**src/rtl/rd_credit_ctrl_pkg.sv**
```systemverilog
// Shared read-path definitions: issue-controller state encoding and the
// default reserve / watchdog constants used by the credit controller.
package rd_credit_ctrl_pkg;

    typedef enum logic [1:0] {
        ST_IDLE        = 2'd0,
        ST_GRANT       = 2'd1,
        ST_WAIT_CREDIT = 2'd2,
        ST_ERROR       = 2'd3
    } rd_state_e;

    localparam int unsigned RD_SLACK_DEFAULT   = 32'd4;
    localparam int unsigned RD_TIMEOUT_DEFAULT = 32'd255;

endpackage : rd_credit_ctrl_pkg

```
**src/rtl/rd_watchdog.sv**
```systemverilog
// Saturating stall counter for the read path: counts cycles without progress
// and pulses expire in the cycle whose increment makes the count reach TIMEOUT.
module rd_watchdog #(
    parameter int unsigned TIMEOUT = 32'd255,
    parameter int unsigned CW      = $clog2(TIMEOUT + 32'd1)
) (
    input  logic clk,
    input  logic rst,
    input  logic clr,
    input  logic en,
    output logic expire
);

    localparam logic [CW-1:0] LIMIT = CW'(TIMEOUT);
    localparam logic [CW-1:0] LAST  = CW'(TIMEOUT - 32'd1);
    localparam logic [CW-1:0] ONE   = CW'(32'd1);

    logic [CW-1:0] cnt_r;

    // Stall counter: cleared on progress, otherwise counts up and holds at LIMIT.
    always_ff @(posedge clk) begin
        if (rst) begin
            cnt_r <= '0;
        end else if (clr) begin
            cnt_r <= '0;
        end else if (en && (cnt_r != LIMIT)) begin
            cnt_r <= cnt_r + ONE;
        end else begin
            cnt_r <= cnt_r;
        end
    end

    // Expire fires only on the counting step into LIMIT, so it is a single pulse.
    always_comb begin
        if (en && !clr && (cnt_r == LAST)) begin
            expire = 1'b1;
        end else begin
            expire = 1'b0;
        end
    end

endmodule : rd_watchdog

```
**src/rtl/rd_credit_ctrl.sv**
```systemverilog
// Credit-based read-issue controller: grants a read only when the readback
// FIFO is guaranteed room for its data, and tracks lost or spurious returns.
module rd_credit_ctrl
    import rd_credit_ctrl_pkg::*;
#(
    parameter int unsigned FIFO_DEPTH = 32'd1024,
    parameter int unsigned SLACK      = RD_SLACK_DEFAULT,
    parameter int unsigned TIMEOUT    = RD_TIMEOUT_DEFAULT,
    parameter int unsigned CNT_W      = $clog2(FIFO_DEPTH) + 32'd1
) (
    input  logic             clk,
    input  logic             rst,
    input  logic             rd_req,
    output logic             rd_grant,
    input  logic             rdback_fifo_wren,
    input  logic             rdback_fifo_rden,
    input  logic             err_clr,
    output logic [CNT_W-1:0] used_count,
    output logic [CNT_W-1:0] inflight_count,
    output logic             err_timeout,
    output logic             err_spurious,
    output logic             busy
);

    localparam logic [CNT_W:0]   CREDIT_LIMIT = (CNT_W + 32'd1)'(FIFO_DEPTH - SLACK);
    localparam logic [CNT_W-1:0] CNT_ONE      = CNT_W'(32'd1);

    rd_state_e        state_r;
    rd_state_e        state_next_s;
    logic             rd_grant_r;
    logic [CNT_W-1:0] used_r;
    logic [CNT_W-1:0] inflight_r;
    logic [CNT_W-1:0] used_next_s;
    logic [CNT_W-1:0] inflight_next_s;
    logic             err_timeout_r;
    logic             err_spurious_r;
    logic             busy_r;

    logic [CNT_W:0]   used_plus_one_s;
    logic [CNT_W:0]   write_off_s;
    logic             credit_ok_s;
    logic             wren_ok_s;
    logic             rden_ok_s;
    logic             spurious_s;
    logic             wd_clr_s;
    logic             wd_en_s;
    logic             expire_s;

    assign used_plus_one_s = {1'b0, used_r} + {{CNT_W{1'b0}}, 1'b1};
    assign credit_ok_s     = (used_plus_one_s <= CREDIT_LIMIT);

    // A return or pop with nothing to account for is flagged and ignored.
    assign wren_ok_s  = rdback_fifo_wren && (inflight_r != '0);
    assign rden_ok_s  = rdback_fifo_rden && (used_r != '0);
    assign spurious_s = (rdback_fifo_wren && (inflight_r == '0)) ||
                        (rdback_fifo_rden && (used_r == '0));

    assign wd_clr_s = rdback_fifo_wren || rd_grant_r || (inflight_r == '0);
    assign wd_en_s  = (inflight_r != '0);

    rd_watchdog #(
        .TIMEOUT (TIMEOUT)
    ) u_watchdog (
        .clk    (clk),
        .rst    (rst),
        .clr    (wd_clr_s),
        .en     (wd_en_s),
        .expire (expire_s)
    );

    // Issue FSM next state; a watchdog expiry overrides every other transition.
    always_comb begin
        state_next_s = state_r;
        case (state_r)
            ST_IDLE: begin
                if (rd_req && credit_ok_s) begin
                    state_next_s = ST_GRANT;
                end else if (rd_req) begin
                    state_next_s = ST_WAIT_CREDIT;
                end else begin
                    state_next_s = ST_IDLE;
                end
            end
            ST_GRANT: begin
                state_next_s = ST_IDLE;
            end
            ST_WAIT_CREDIT: begin
                if (!rd_req) begin
                    state_next_s = ST_IDLE;
                end else if (credit_ok_s) begin
                    state_next_s = ST_GRANT;
                end else begin
                    state_next_s = ST_WAIT_CREDIT;
                end
            end
            ST_ERROR: begin
                if (err_clr) begin
                    state_next_s = ST_IDLE;
                end else begin
                    state_next_s = ST_ERROR;
                end
            end
            default: begin
                state_next_s = ST_IDLE;
            end
        endcase
        if (expire_s) begin
            state_next_s = ST_ERROR;
        end else begin
            state_next_s = state_next_s;
        end
    end

    // On expiry every in-flight read is written off; a same-cycle pop still counts.
    assign write_off_s = {1'b0, inflight_r} + {{CNT_W{1'b0}}, rden_ok_s};

    // Next values of the reservation and in-flight counters.
    always_comb begin
        used_next_s     = used_r;
        inflight_next_s = inflight_r;
        if (expire_s) begin
            inflight_next_s = '0;
            if ({1'b0, used_r} > write_off_s) begin
                used_next_s = used_r - write_off_s[CNT_W-1:0];
            end else begin
                used_next_s = '0;
            end
        end else begin
            if (rd_grant_r && !wren_ok_s) begin
                inflight_next_s = inflight_r + CNT_ONE;
            end else if (!rd_grant_r && wren_ok_s) begin
                inflight_next_s = inflight_r - CNT_ONE;
            end else begin
                inflight_next_s = inflight_r;
            end
            if (rd_grant_r && !rden_ok_s) begin
                used_next_s = used_r + CNT_ONE;
            end else if (!rd_grant_r && rden_ok_s) begin
                used_next_s = used_r - CNT_ONE;
            end else begin
                used_next_s = used_r;
            end
        end
    end

    // State, grant pulse and counters.
    always_ff @(posedge clk) begin
        if (rst) begin
            state_r    <= ST_IDLE;
            rd_grant_r <= 1'b0;
            used_r     <= '0;
            inflight_r <= '0;
            busy_r     <= 1'b0;
        end else begin
            state_r    <= state_next_s;
            rd_grant_r <= (state_next_s == ST_GRANT);
            used_r     <= used_next_s;
            inflight_r <= inflight_next_s;
            busy_r     <= (inflight_next_s != '0);
        end
    end

    // Sticky error flags; a new event in the clearing cycle keeps the flag set.
    always_ff @(posedge clk) begin
        if (rst) begin
            err_timeout_r  <= 1'b0;
            err_spurious_r <= 1'b0;
        end else begin
            if (expire_s) begin
                err_timeout_r <= 1'b1;
            end else if (err_clr) begin
                err_timeout_r <= 1'b0;
            end else begin
                err_timeout_r <= err_timeout_r;
            end
            if (spurious_s) begin
                err_spurious_r <= 1'b1;
            end else if (err_clr) begin
                err_spurious_r <= 1'b0;
            end else begin
                err_spurious_r <= err_spurious_r;
            end
        end
    end

    assign rd_grant       = rd_grant_r;
    assign used_count     = used_r;
    assign inflight_count = inflight_r;
    assign err_timeout    = err_timeout_r;
    assign err_spurious   = err_spurious_r;
    assign busy           = busy_r;

endmodule : rd_credit_ctrl

```
**config.mk**
```make
export PLATFORM = sky130hd
export DESIGN_NAME = rd_credit_ctrl
export DESIGN_NICKNAME = d
export VERILOG_FILES = /design/src/rtl/rd_credit_ctrl_pkg.sv /design/src/rtl/rd_watchdog.sv /design/src/rtl/rd_credit_ctrl.sv
export SDC_FILE = /design/constraint.sdc
export NUM_CORES = 1
export LEC_CHECK = 0
export BUFFER_PORTS_ARGS = -buffer_cell sky130_fd_sc_hd__buf_2
export CORE_MARGIN = 8
export CORE_UTILIZATION = 29
export DETAILED_ROUTE_END_ITERATION = 12
export HOLD_SLACK_MARGIN = 0.12
export RECOVER_POWER = 100
export SETUP_SLACK_MARGIN = 0.15
export SLEW_MARGIN = 25
export SYNTH_ARGS = -nofsm -noshare
export SYNTH_HDL_FRONTEND = slang
export SYNTH_SLANG_ARGS = --single-unit
```
**constraint.sdc**
```tcl
create_clock -name clk -period 4.5 [get_ports clk]
set_input_delay 0.45 -clock clk [delete_from_list [all_inputs] [get_ports clk]]
set_output_delay 0.45 -clock clk [all_outputs]
set_load 0.01 [all_outputs]
```
# ---- Word level (Yosys, flattened, before mapping)
# Index checks and enable logic that the tools add are counted.
dict set report op_classes {
  n_addsub 8
  order_cmp 2
  n_eq_ne 6
  mux 18
  reduce_logical 29
}
# op count
set ops {}
lappend ops {{11-bit 2-to-1 mux} 7}
lappend ops {{11-bit nonzero test} 3}
lappend ops {{11-bit by 1-bit adder with 11-bit output, second input constant} 2}
lappend ops {{11-bit zero test} 2}
lappend ops {{11-bit by 1-bit subtractor with 11-bit output, second input constant} 2}
lappend ops {{11-bit by 1-bit adder with 12-bit output} 1}
lappend ops {{11-bit by 1-bit adder with 12-bit output, second input constant} 1}
lappend ops {{11-bit by 12-bit greater-than comparator with 1-bit output} 1}
lappend ops {{12-bit by 10-bit less-or-equal comparator with 1-bit output, second input constant} 1}
lappend ops {{1-bit logical AND} 12}
lappend ops {{2-bit 2-to-1 mux} 6}
lappend ops {{11-bit subtractor} 1}
lappend ops {{8-bit by 1-bit adder with 8-bit output, second input constant} 1}
lappend ops {{8-bit == test, second input constant} 1}
lappend ops {{8-bit inequality test, second input constant} 1}
lappend ops {{2-bit one-hot mux with 4 select lines} 1}
lappend ops {{2-bit by 1-bit == test with 1-bit output, second input constant} 2}
lappend ops {{2-bit == test, second input constant} 2}
lappend ops {{1-bit zero test} 4}
lappend ops {{1-bit 2-to-1 mux} 4}
lappend ops {{2-bit nonzero test} 2}
lappend ops {{1-bit logical OR} 3}
lappend ops {{3-bit nonzero test} 1}
lappend ops {{2-bit zero test} 1}
lappend ops {{2-bit OR reduction} 1}
dict set report totals {
  reg_bits 36
}

# ---- Depth between registers and ports, before layout
# Gate-level depths: netlist of the first run.
dict set report depth {
  ltp_word 8
  depth_mapped 15
}

# ---- Modules after synthesis
# From an unflattened synthesis of the first run, not the netlist that was laid out.
dict set report hier_totals {
  hier_cells 423
  hier_area_um2 3229.3
}
# module n_inst cells_per_inst area_each_um2 seq_area_each_um2
set modules_own_cells {}
lappend modules_own_cells {rd_credit_ctrl 1 373 2796.4 560.5}
lappend modules_own_cells {rd_watchdog 1 50 432.9 160.2}

# ---- Worst setup path before layout of the first run
# OpenSTA, ideal clock, no wires.
dict set report synth_timing {
  path_kind {reg2reg}
  from {reg used_r[10] (netlist: used_count[10])}
  to {reg used_r[10] (netlist: used_count[10])}
  arrival_ns 3.139
  required_ns 4.362
  setup_slack_ns 1.224
  path_stages_with_launch 15
  synth_period_minus_slack_ns 3.276
  path_cell_list {dfxtp_1 > nor4_1 > a31oi_1 > ha_1 > ha_1 > xnor2_1 > ha_1 > nor2b_1 > o21a_1 > o21ai_0 > a41oi_1 > o31a_2 > buf_6 > a32oi_1 > a211oi_1}
}
dict set report synth_via {
  elab_chain_len 6
}
# item line
set synth_rtl {}
lappend synth_rtl {{start, declared} rd_credit_ctrl.sv:31} ;# logic [CNT_W-1:0] used_r;
lappend synth_rtl {{start signal, assigned} rd_credit_ctrl.sv:157} ;# used_r <= used_next_s;
lappend synth_rtl {{11-bit nonzero test} rd_credit_ctrl.sv:54} ;# assign rden_ok_s = rdback_fifo_rden && (used_r != '0);
lappend synth_rtl {{1-bit logical AND} rd_credit_ctrl.sv:54}
lappend synth_rtl {{11-bit by 1-bit adder with 12-bit output / 1-bit zero test (equally long branches)} {rd_credit_ctrl.sv:115, rd_credit_ctrl.sv:136}}
lappend synth_rtl {{11-bit subtractor (tied with other cells)} rd_credit_ctrl.sv:124} ;# used_next_s = used_r - write_off_s[CNT_W-1:0];
lappend synth_rtl {{11-bit 2-to-1 mux, on equally long branches} {rd_credit_ctrl.sv:123, rd_credit_ctrl.sv:136}}
lappend synth_rtl {{11-bit 2-to-1 mux} rd_credit_ctrl.sv:121} ;# if (expire_s) begin
# Several ways; a longest one is shown, not always the timed one. The select of a mux whose other input is x is not followed.
# A chain may end at the register's enable or synchronous reset.

# ---- Worst setup path after layout of the first run
dict set report layout_timing {
  from {reg used_r[10] (netlist: used_count[10])}
  to {reg used_r[0] (netlist: used_count[0])}
}
# Same word-level chain as after synthesis.

==> results of run 1 <==
[cells by family (layout without fill, tap and decap cells)]
kind of cell / Yosys count / count (layout) / synth area share [%]
buffers and inverters: 37 / 57 / 4.92
AND/OR/NAND/NOR: 167 / 167 / 28.7
AO/OA/AOI/OAI: 92 / 92 / 20.3
XOR/XNOR: 36 / 36 / 10.2
flip-flops: 36 / 36 / 23.2
adder cells (fa/ha/maj): 28 / 28 / 11.8
multiplexers: 3 / 3 / 0.968
[worst max-delay path, stage by stage (launching register included)]
cell and delay, ns:
dfxtp_1 0.39, nor4_1 0.40, a31oi_1 0.20, ha_1 0.27, ha_1 0.26, xnor2_1 0.15, ha_1 0.34, nor2b_1 0.15
o21a_1 0.18, o21ai_0 0.27, a41oi_1 0.21, o31a_1 0.43, nor2b_1 0.20, o22ai_1 0.12, nor2_1 0.05
[per-stage QoR]
step	worst slack [ns]	cells
global placement	0.981	547
finish	0.724	555
CTS	0.799	555
floorplan	1.22	399
detailed placement	0.819	547
global route	0.213	555
[power by group]
| part | leakage [nW] | internal (W) | switching (W) | total, W |
|---|---|---|---|---|
| registers | 0.296 | 0.000424 | 0.000223 | 0.000647 |
| logic | 0.896 | 0.000907 | 0.00115 | 0.00206 |
| clock network | 0.0541 | 0.000164 | 0.000130 | 0.000295 |
[registers in the layout, summed over array words and instances, names as in the netlist]
name and flops:
inflight_count 11, used_count 11, u_watchdog.cnt_r 8, state_r 2, busy 1, err_spurious 1, err_timeout 1, rd_grant 1
[layer usage]
| metal | vias to the layer above | GRT usage (%) | part of all wire, % |
|---|---|---|---|
| met5 | - | 0 | 0 |
| li1 | 1485 | - | - |
| met4 | 0 | 3.51 | 1.3 |
| met2 | 65 | 18.4 | 45 |
| met1 | 1349 | 17.0 | 49 |
| met3 | 7 | 2.03 | 4.9 |
[Yosys cell counts (2+ instances only)]
cell type  number
xor2_1         19
mux2i_1         3
or2_2           3
a41oi_1         2
nand4_1         9
a21o_1          3
a211oi_1       13
ha_1           26
or3_4           2
nand3b_1        3
nor3_1         21
a21oi_1        14
xnor2_1        17
or4_1           4
nor2_1         44
o31ai_1         2
inv_1          15
buf_2           5
and2_1          5
nand2b_1        7
and3_1          3
nor3b_1         4
nand3_1        16
o21a_1          2
nor4_1          3
or3_1           2
o211ai_1        2
a22oi_1         5
dfxtp_1        36
fa_1            2
nor2b_1         9
nor4b_1         2
o21ai_0        23
a221oi_1        3
a31oi_1        10
and4_1          2
nand2_1        21
clkbuf_1       16
[layout make-up]
| type | instances | area, um^2 | area share (%) |
|---|---|---|---|
| Sequential cell | 36 | 721 | 21.2 |
| Tap cell | 136 | 170 | 5.01 |
| Clock buffer | 5 | 68.8 | 2.02 |
| Timing Repair Buffer | 34 | 139 | 4.09 |
| Clock inverter | 3 | 42.5 | 1.25 |
| Inverter | 15 | 56.3 | 1.66 |
| Multi-Input combinational cell | 326 | 2200 | 64.8 |
[worst max path at each step]
stage / startpoint / endpoint / cells after the start
global placement: used_count[2] / used_count[0] / 14
floorplan: used_count[10] / used_count[10] / 14
CTS: used_count[10] / used_count[0] / 14
finish: used_count[10] / used_count[0] / 14
detailed placement: used_count[10] / used_count[0] / 14
global route: used_count[10] / used_count[4] / 13
==> metrics.csv, run 1 <==
metric;value;unit
status;finished clean;
netlist.area_leader.share;23.2;%
layout_commonest_cell;nor2_1;
crit_required;4.66;ns
drt_iter0_markers;230;
rows;37;
syn-instance-count;399;
max-slew-margin-rel;17.5;%
yosysWarnings;0;
vias_per_cell;5.24;
synth_edf_count;0;
cts_made_buffers;5;
min_period_over_period;83.9;%
hold_path_depth;3;
drive_gt1_share;5.49;%
synth_fp_nets;433;
end_kind;register;
clk_latency;0.29;ns
cts.sinks;36;
grt_pass1_vias;2790;
ff2ff_path_depth;14;
r2r_setup_slack;0.72;ns
min-delay-start;err_clr;
drt_pass1_iterations;5;
p_leak;1.25;nW
grt_use_total;12.1;%
fin_skew;0.00418;ns
start_kind;register;
ys_seq_elements;36;
powerDensity;882;nW/um^2
synth_cell_type_count;59;
cts_tree;built;
max_freq;265;MHz
placed_area;3360;um^2
avgSynthCellArea;7.78;um^2
wl_per_cell;15.3;um
power;0.00300;W
worst_pin_slew;1.22;ns
ioPinCount;32;
clk_pin_slew_worst_paths;0.08;ns
slew_violations;0;
start_util;29.9;%
layout_common_cells;nor2_1 (44), dfxtp_1 (36), clkbuf_1 (27);
fin_util;32.8;%
wl;8.49;mm
arrival;3.94;ns
finalSetupViolations;0;
final_hold_viol_count;0;
die-width;119;um
hold_end;err_timeout;
crit_type;reg -> reg;
cp_max_fo;11;
coreArea;10400;um^2
h-tree-depth;2;
period_needed;3.78;ns
routabilityCongestion;0.885;
num_vias;2906;
dp_hpwl;6.32;mm
portBuffers;31;
worstHoldPathType;in -> reg;
grt_antenna_before_repair;0;
area_growth;9.56;%
ant_nets;0;
fin_hold_ws;0.449;ns
grt_pass1_wl;14.4;mm
rsz0062_at_grt;false;
grt_max_degree;30;
grt-ovfl-total;0;
synth_largest_area_cell;dfxtp_1;
insertedDiodeCount;0;
nFillCells;1164;
die_y;119;um
root_buffer;clkbuf_8;
cts_hold_buffers;0;
fin_nets;452;
maxCapViolCount;0;
tns;0;ns
die-area;14300;um^2
async_reset_ff_share;0;%
r2r_start;used_count[10];
synth_area;3100;um^2
synthFlopType;dfxtp_1;
clockBufferDepth;2;
ir_worst_vdd;0.000232;V
post_cts_buffers;0;
ctsResizeCount;0;
reg2reg_to;used_count[0];
drc_errors;0;
ys_seq_area_share;23.2;%
synthTopCellsByArea;dfxtp_1 (23%), ha_1 (10%), xor2_1 (5.4%), nor2_1 (5.3%), xnor2_1 (4.8%);
final_cell_area;3400;um^2
Power figures use the tool's default switching activity.
==> run 2, diff against run 1 <==
==> constraint.sdc (replaced) <==
create_clock -name clk -period 3.2 [get_ports clk]
set_input_delay 0.32 -clock clk [delete_from_list [all_inputs] [get_ports clk]]
set_output_delay 0.32 -clock clk [all_outputs]
set_load 0.01 [all_outputs]
==> run 2 against run 1 <==
Against the previous run:
- the flow now finishes with violations (negative setup slack)
- die area is the same
- count of clock-buffer cells in the layout is the same
- critical path depth shrank 1
- via count grew 9.5%
- setup slack lost 0.78 ns
- power grew 66%
- core utilization grew 4.6 points
==> metrics.csv, run 2 (synthesized netlist as in run 1, its figures left out) <==
metric;value;unit;change
grt_pass1_vias;2965;;was 2790
die_y;119;um;unchanged
die-area;14300;um^2;unchanged
wl_per_cell;15.8;um;was 15.3 um
wl;9.28;mm;was 8.49 mm
start_util;29.9;%;unchanged
p_leak;1.52;nW;was 1.25 nW
crit_type;reg -> reg;;unchanged
root_buffer;clkbuf_8;;unchanged
vias_per_cell;5.40;;was 5.24
grt-ovfl-total;0;;unchanged
finalSetupViolations;4;;was 0
fin_util;37.4;%;was 32.8%
grt_max_degree;30;;unchanged
start_kind;register;;unchanged
cts_made_buffers;5;;unchanged
drt_pass1_iterations;4;;was 5
grt_pass1_wl;14.8;mm;was 14.4 mm
cts.sinks;36;;unchanged
arrival;3.40;ns;was 3.94 ns
grt_antenna_before_repair;0;;unchanged
clockBufferDepth;2;;unchanged
clk_pin_slew_worst_paths;0.08;ns;about the same
layout_common_cells;nor2_1 (44), buf_4 (34), dfxtp_1 (27);;was nor2_1 (44), dfxtp_1 (36), clkbuf_1 (27)
cp_max_fo;5;;was 11
rows;37;;unchanged
layout_commonest_cell;nor2_1;;unchanged
final_cell_area;3880;um^2;was 3400 um^2
fin_skew;0.00707;ns;was 0.00418 ns
maxCapViolCount;0;;unchanged
worst_slack;-0.0509;ns;was 0.724 ns
placed_area;3640;um^2;was 3360 um^2
crit_required;3.35;ns;was 4.66 ns
period_needed;3.25;ns;was 3.78 ns
drc_errors;0;;unchanged
clk_latency;0.30;ns;was 0.29 ns
worst_pin_slew;0.806;ns;was 1.22 ns
die-width;119;um;unchanged
status;finished with violations;;was finished clean
final_hold_viol_count;0;;unchanged
busiest_layer;met2;;unchanged
violations;negative setup slack;;
hold_path_depth;3;;unchanged
grtUsageMet2;19.9;%;was 18.4%
min_period_over_period;102;%;was 83.9%
use_met3;2.36;%;was 2.03%
nFillCells;1078;;was 1164
max_freq;308;MHz;was 265 MHz
drt_iter0_markers;167;;was 230
ff2ff_path_depth;13;;was 14
ir_worst_vdd;0.000421;V;was 0.000232 V
dp_hpwl;6.87;mm;was 6.32 mm
slew_violations;0;;unchanged
routabilityCongestion;0.921;;was 0.885
grt_use_total;12.5;%;was 12.1%
fin_nets;486;;was 452
num_vias;3183;;was 2906
ioPinCount;32;;unchanged
cts_tree;built;;unchanged
max-slew-margin-rel;45.8;%;was 17.5%
worstHoldPathType;in -> reg;;unchanged
powerDensity;1280;nW/um^2;was 882 nW/um^2
area_growth;25.1;%;was 9.56%
rsz0062_at_grt;true;;was false
met1_usage;16.6;%;was 17.0%
h-tree-depth;2;;unchanged
cts_hold_buffers;0;;unchanged
coreArea;10400;um^2;unchanged
portBuffers;31;;unchanged
insertedDiodeCount;0;;unchanged
ant_nets;0;;unchanged
drive_gt1_share;24.5;%;was 5.49%
end_kind;register;;unchanged
[run 2: changes by cell type in the layout (fill, tap and decap cells not counted), sizes merged]
cell / previous run / this run
clkbuf: 32 / 13
o31a: 1 / 2
buf: 7 / 59
[run 2: stage by stage]
stage	setup slack (ns)	TNS [ns]	hold WS (ns)	power (W)	cells
after CTS	0.0614	0	0.303	0.00478	585
after floorplan	0.149	0	0.489	0.00324	399
after detailed placement	-0.111	-0.573	0.471	0.00427	577
final	-0.0509	-0.0957	0.311	0.00497	589
after global routing	-0.186	-1.51	0.346	0.00539	589
after global placement	-0.0243	-0.0243	0.464	0.00422	577
[run 2: repair_timing]
action	in CTS	in global routing
buffers inserted	0	3
cloned	0	1
resized for setup	7	15
setup endpoints to repair	11	12
pin swaps	1	9
[run 2: path summary, 6_finish.rpt]
kind | endpoint | slack (ns) | start
worst min-delay path | err_timeout | 0.31 | err_clr
worst min register to register | err_timeout | 0.48 | err_timeout
worst max-delay path | used_count[10] | -0.05 | used_count[9]
worst max register to register | used_count[10] | -0.05 | used_count[9]
[run 2: area by class of cell]
type / count / area [um^2] / share of cell area [%]
Clock buffer: 5 / 68.8 / 1.77
Clock inverter: 3 / 42.5 / 1.10
Inverter: 15 / 56.3 / 1.45
Multi-Input combinational cell: 327 / 2390 / 61.7
Sequential cell: 36 / 732 / 18.9
Tap cell: 136 / 170 / 4.38
Timing Repair Buffer: 67 / 417 / 10.7
[run 2: critical path: stages, from the launching register on]
cell and delay [ns]:
dfxtp_2 0.35, nor4_4 0.33, a31oi_2 0.17, ha_2 0.25, ha_4 0.19, xnor2_2 0.13, ha_1 0.31, nor2b_4 0.13
o21a_1 0.19, o21ai_2 0.18, a41oi_2 0.21, or3_1 0.37, a32oi_2 0.22, a211oi_1 0.09
[run 2: metal layers]
layer / wire length (um) / up-vias
li1: - / 1565
met1: 4480 / 1541
met3: 357 / 9
met4: 138 / 0
met5: 0 / -
met2: 4310 / 68
[run 2: report_power, final]
group          internal [W]  switching, W
sequential         0.000608      0.000190
combinational       0.00171       0.00205
clock              0.000231      0.000186
==> run 3, diff against run 2 <==
--- a/config.mk
+++ b/config.mk
@@ -7,9 +7,10 @@
 export LEC_CHECK = 0
 export BUFFER_PORTS_ARGS = -buffer_cell sky130_fd_sc_hd__buf_2
 export CORE_MARGIN = 8
-export CORE_UTILIZATION = 29
+export CORE_UTILIZATION = 54
 export DETAILED_ROUTE_END_ITERATION = 12
 export HOLD_SLACK_MARGIN = 0.12
+export PLACE_DENSITY = 0.77
 export RECOVER_POWER = 100
 export SETUP_SLACK_MARGIN = 0.15
 export SLEW_MARGIN = 25
==> run 3 against run 2 <==
Against the previous run:
- die area shrank 41%
- sequential share of layout area rose by 0.61 points
- highest routed layer unchanged
- clock skew up 0.00097 ns
- the flow still finishes with violations (negative setup slack)
- cell area shrank 3.6%
- critical path type unchanged
==> metrics.csv, run 3 (synthesized netlist as in run 1, its figures left out) <==
metric;value;unit;change
grt_pass1_vias;2902;;was 2965
start_kind;register;;unchanged
ioPinCount;32;;unchanged
die_y;91.8;um;was 119 um
clk_latency;0.29;ns;was 0.30 ns
portBuffers;31;;unchanged
seq_area;728;um^2;was 732 um^2
maxCapViolCount;0;;unchanged
area_growth;20.6;%;was 25.1%
fin_nets;485;;was 486
die-area;8430;um^2;was 14300 um^2
cpMaxStageDelayCell;dfxtp_2;;was or3_1
root_buffer;clkbuf_8;;unchanged
drt_iter0_markers;253;;was 167
placed_area;3560;um^2;was 3640 um^2
cts_hold_buffers;0;;unchanged
fin_hold_ws;0.311;ns;about the same
worst_slack;-0.0441;ns;was -0.0509 ns
crit_path_frequent_cell;nor2b_1;;
layout_common_cells;nor2_1 (44), dfxtp_1 (30), buf_4 (30);;was nor2_1 (44), buf_4 (34), dfxtp_1 (27)
drive_gt1_share;23.0;%;was 24.5%
grt_pass1_wl;14.0;mm;was 14.8 mm
arrival;3.40;ns;about the same
grt-ovfl-total;0;;unchanged
multi_input_area;2380;um^2;was 2390 um^2
rows;27;;was 37
num_vias;3160;;was 3183
fin_skew;0.00804;ns;was 0.00707 ns
power;0.00481;W;was 0.00497 W
max-slew-margin-rel;44.7;%;was 45.8%
max_freq;308;MHz;about the same
period_needed;3.24;ns;was 3.25 ns
cts.sinks;36;;unchanged
wl_per_cell;16.3;um;was 15.8 um
grt_use_total;19.7;%;was 12.5%
start_util;56.0;%;was 29.9%
slowest_delay;0.35;ns;was 0.37 ns
crit_required;3.35;ns;about the same
min_period_over_period;101;%;was 102%
dpl_worst_slack;-0.103;ns;was -0.111 ns
worst_pin_slew;0.823;ns;was 0.806 ns
h-tree-depth;2;;unchanged
routabilityCongestion;0.906;;was 0.921
dp_hpwl;6.25;mm;was 6.87 mm
drc_errors;0;;unchanged
grt_antenna_before_repair;0;;unchanged
die-width;91.8;um;was 119 um
cts_made_buffers;5;;unchanged
cp_max_fo;6;;was 5
path_cells;nor4_4 -> a31oi_2 -> ha_2 -> ha_4 -> xnor2_2 -> ha_1 -> nor2b_1 -> o21a_1 -> o21ai_2 -> a41oi_2 -> o31a_4 -> nor2b_1 -> o22ai_1 -> nor2_1;;was nor4_4 -> a31oi_2 -> ha_2 -> ha_4 -> xnor2_2 -> ha_1 -> nor2b_4 -> o21a_1 -> o21ai_2 -> a41oi_2 -> or3_1 -> a32oi_2 -> a211oi_1
end_kind;register;;unchanged
p_leak;1.51;nW;was 1.52 nW
status;finished with violations;;unchanged
ant_nets;0;;unchanged
ir_worst_vdd;0.000655;V;was 0.000421 V
slew_violations;0;;unchanged
powerDensity;1280;nW/um^2;about the same
worstHoldPathType;in -> reg;;unchanged
final_hold_viol_count;0;;unchanged
violations;negative setup slack;;unchanged
rsz0062_at_grt;true;;unchanged
drt_pass1_iterations;4;;unchanged
cts_tree;built;;unchanged
crit_type;reg -> reg;;unchanged
insertedDiodeCount;0;;unchanged
grt_max_degree;30;;unchanged
wl;8.54;mm;was 9.28 mm
clockBufferDepth;2;;unchanged
nFillCells;481;;was 1078
vias_per_cell;6.03;;was 5.40
final_cell_area;3740;um^2;was 3880 um^2
clk_pin_slew_worst_paths;0.08;ns;about the same
finalSetupViolations;4;;unchanged
coreArea;5540;um^2;was 10400 um^2
layout_commonest_cell;nor2_1;;unchanged
## run 3: changes by cell type in the layout (fill, tap and decap cells not counted), moves of 2 or more
cell     delta
nor2b_1     +2
dfxtp_2     -3
nor2b_4     -2
dfxtp_1     +3
buf_2       +4
buf_4       -4
## run 3: worst paths after layout
kind,startpoint,end,slack [ns],cells past startpoint
worst max-delay path,used_count[10],used_count[0],-0.04,14
worst min register to register,err_timeout,err_timeout,0.47,2
worst max register to register,used_count[10],used_count[0],-0.04,14
worst min-delay path,err_clr,err_timeout,0.31,3
## run 3: cell type report
cell class	count	share of cell area (%)
well taps	72	2.41
inverters	15	1.51
repair buffers	66	10.6
multi-input cells	327	63.7
clock buffers	5	1.84
clock inverters	3	0.502
flip-flops and latches	36	19.5
## run 3: worst max-delay path: cells and delay by family, from the launching register on
kind / cells / cell delay (ns)
AOI/OAI and AO/OA: 6 / 1.21
adders and majority gates: 3 / 0.73
and+or+nand+nor: 4 / 0.66
DFF: 1 / 0.35
xor gates and xnor gates: 1 / 0.13
## run 3: repair_timing
action                                  CTS  global route
endpoints found under the hold margin     0             0
setup buffers                             0             2
gates resized for setup                   8             9
pin swaps                                 2            15
endpoints found under the setup margin   11            12
gates cloned                              0             1
## run 3: per-stage QoR
stage | utilization [%] | setup TNS (ns) | instances
6_report | 67.5 | -0.0821 | 524
5_1_grt | 67.5 | -0.939 | 524
4_1_cts | 66.6 | 0 | 521
3_5_place_dp | 64.2 | -0.392 | 513
3_3_place_gp | 64.2 | -0.0611 | 513
2_1_floorplan | - | 0 | 399
## run 3: routing by layer
metal | wire (um) | up-vias | part of all wire [%] | track usage [%]
met1 | 4050 | 1495 | 47 | 27.1
met2 | 3920 | 96 | 46 | 30.8
li1 | - | 1561 | - | -
met3 | 487 | 8 | 5.7 | 3.75
met5 | 0 | - | 0 | 0
met4 | 74 | 0 | 0.87 | 4.70
## run 3: power by group
| part | total (W) | leakage, nW | internal [W] | switching [W] |
|---|---|---|---|---|
| Sequential | 0.000777 | 0.297 | 0.000605 | 0.000172 |
| Clock | 0.000340 | 0.0479 | 0.000152 | 0.000187 |
| Combinational | 0.00369 | 1.16 | 0.00169 | 0.00200 |
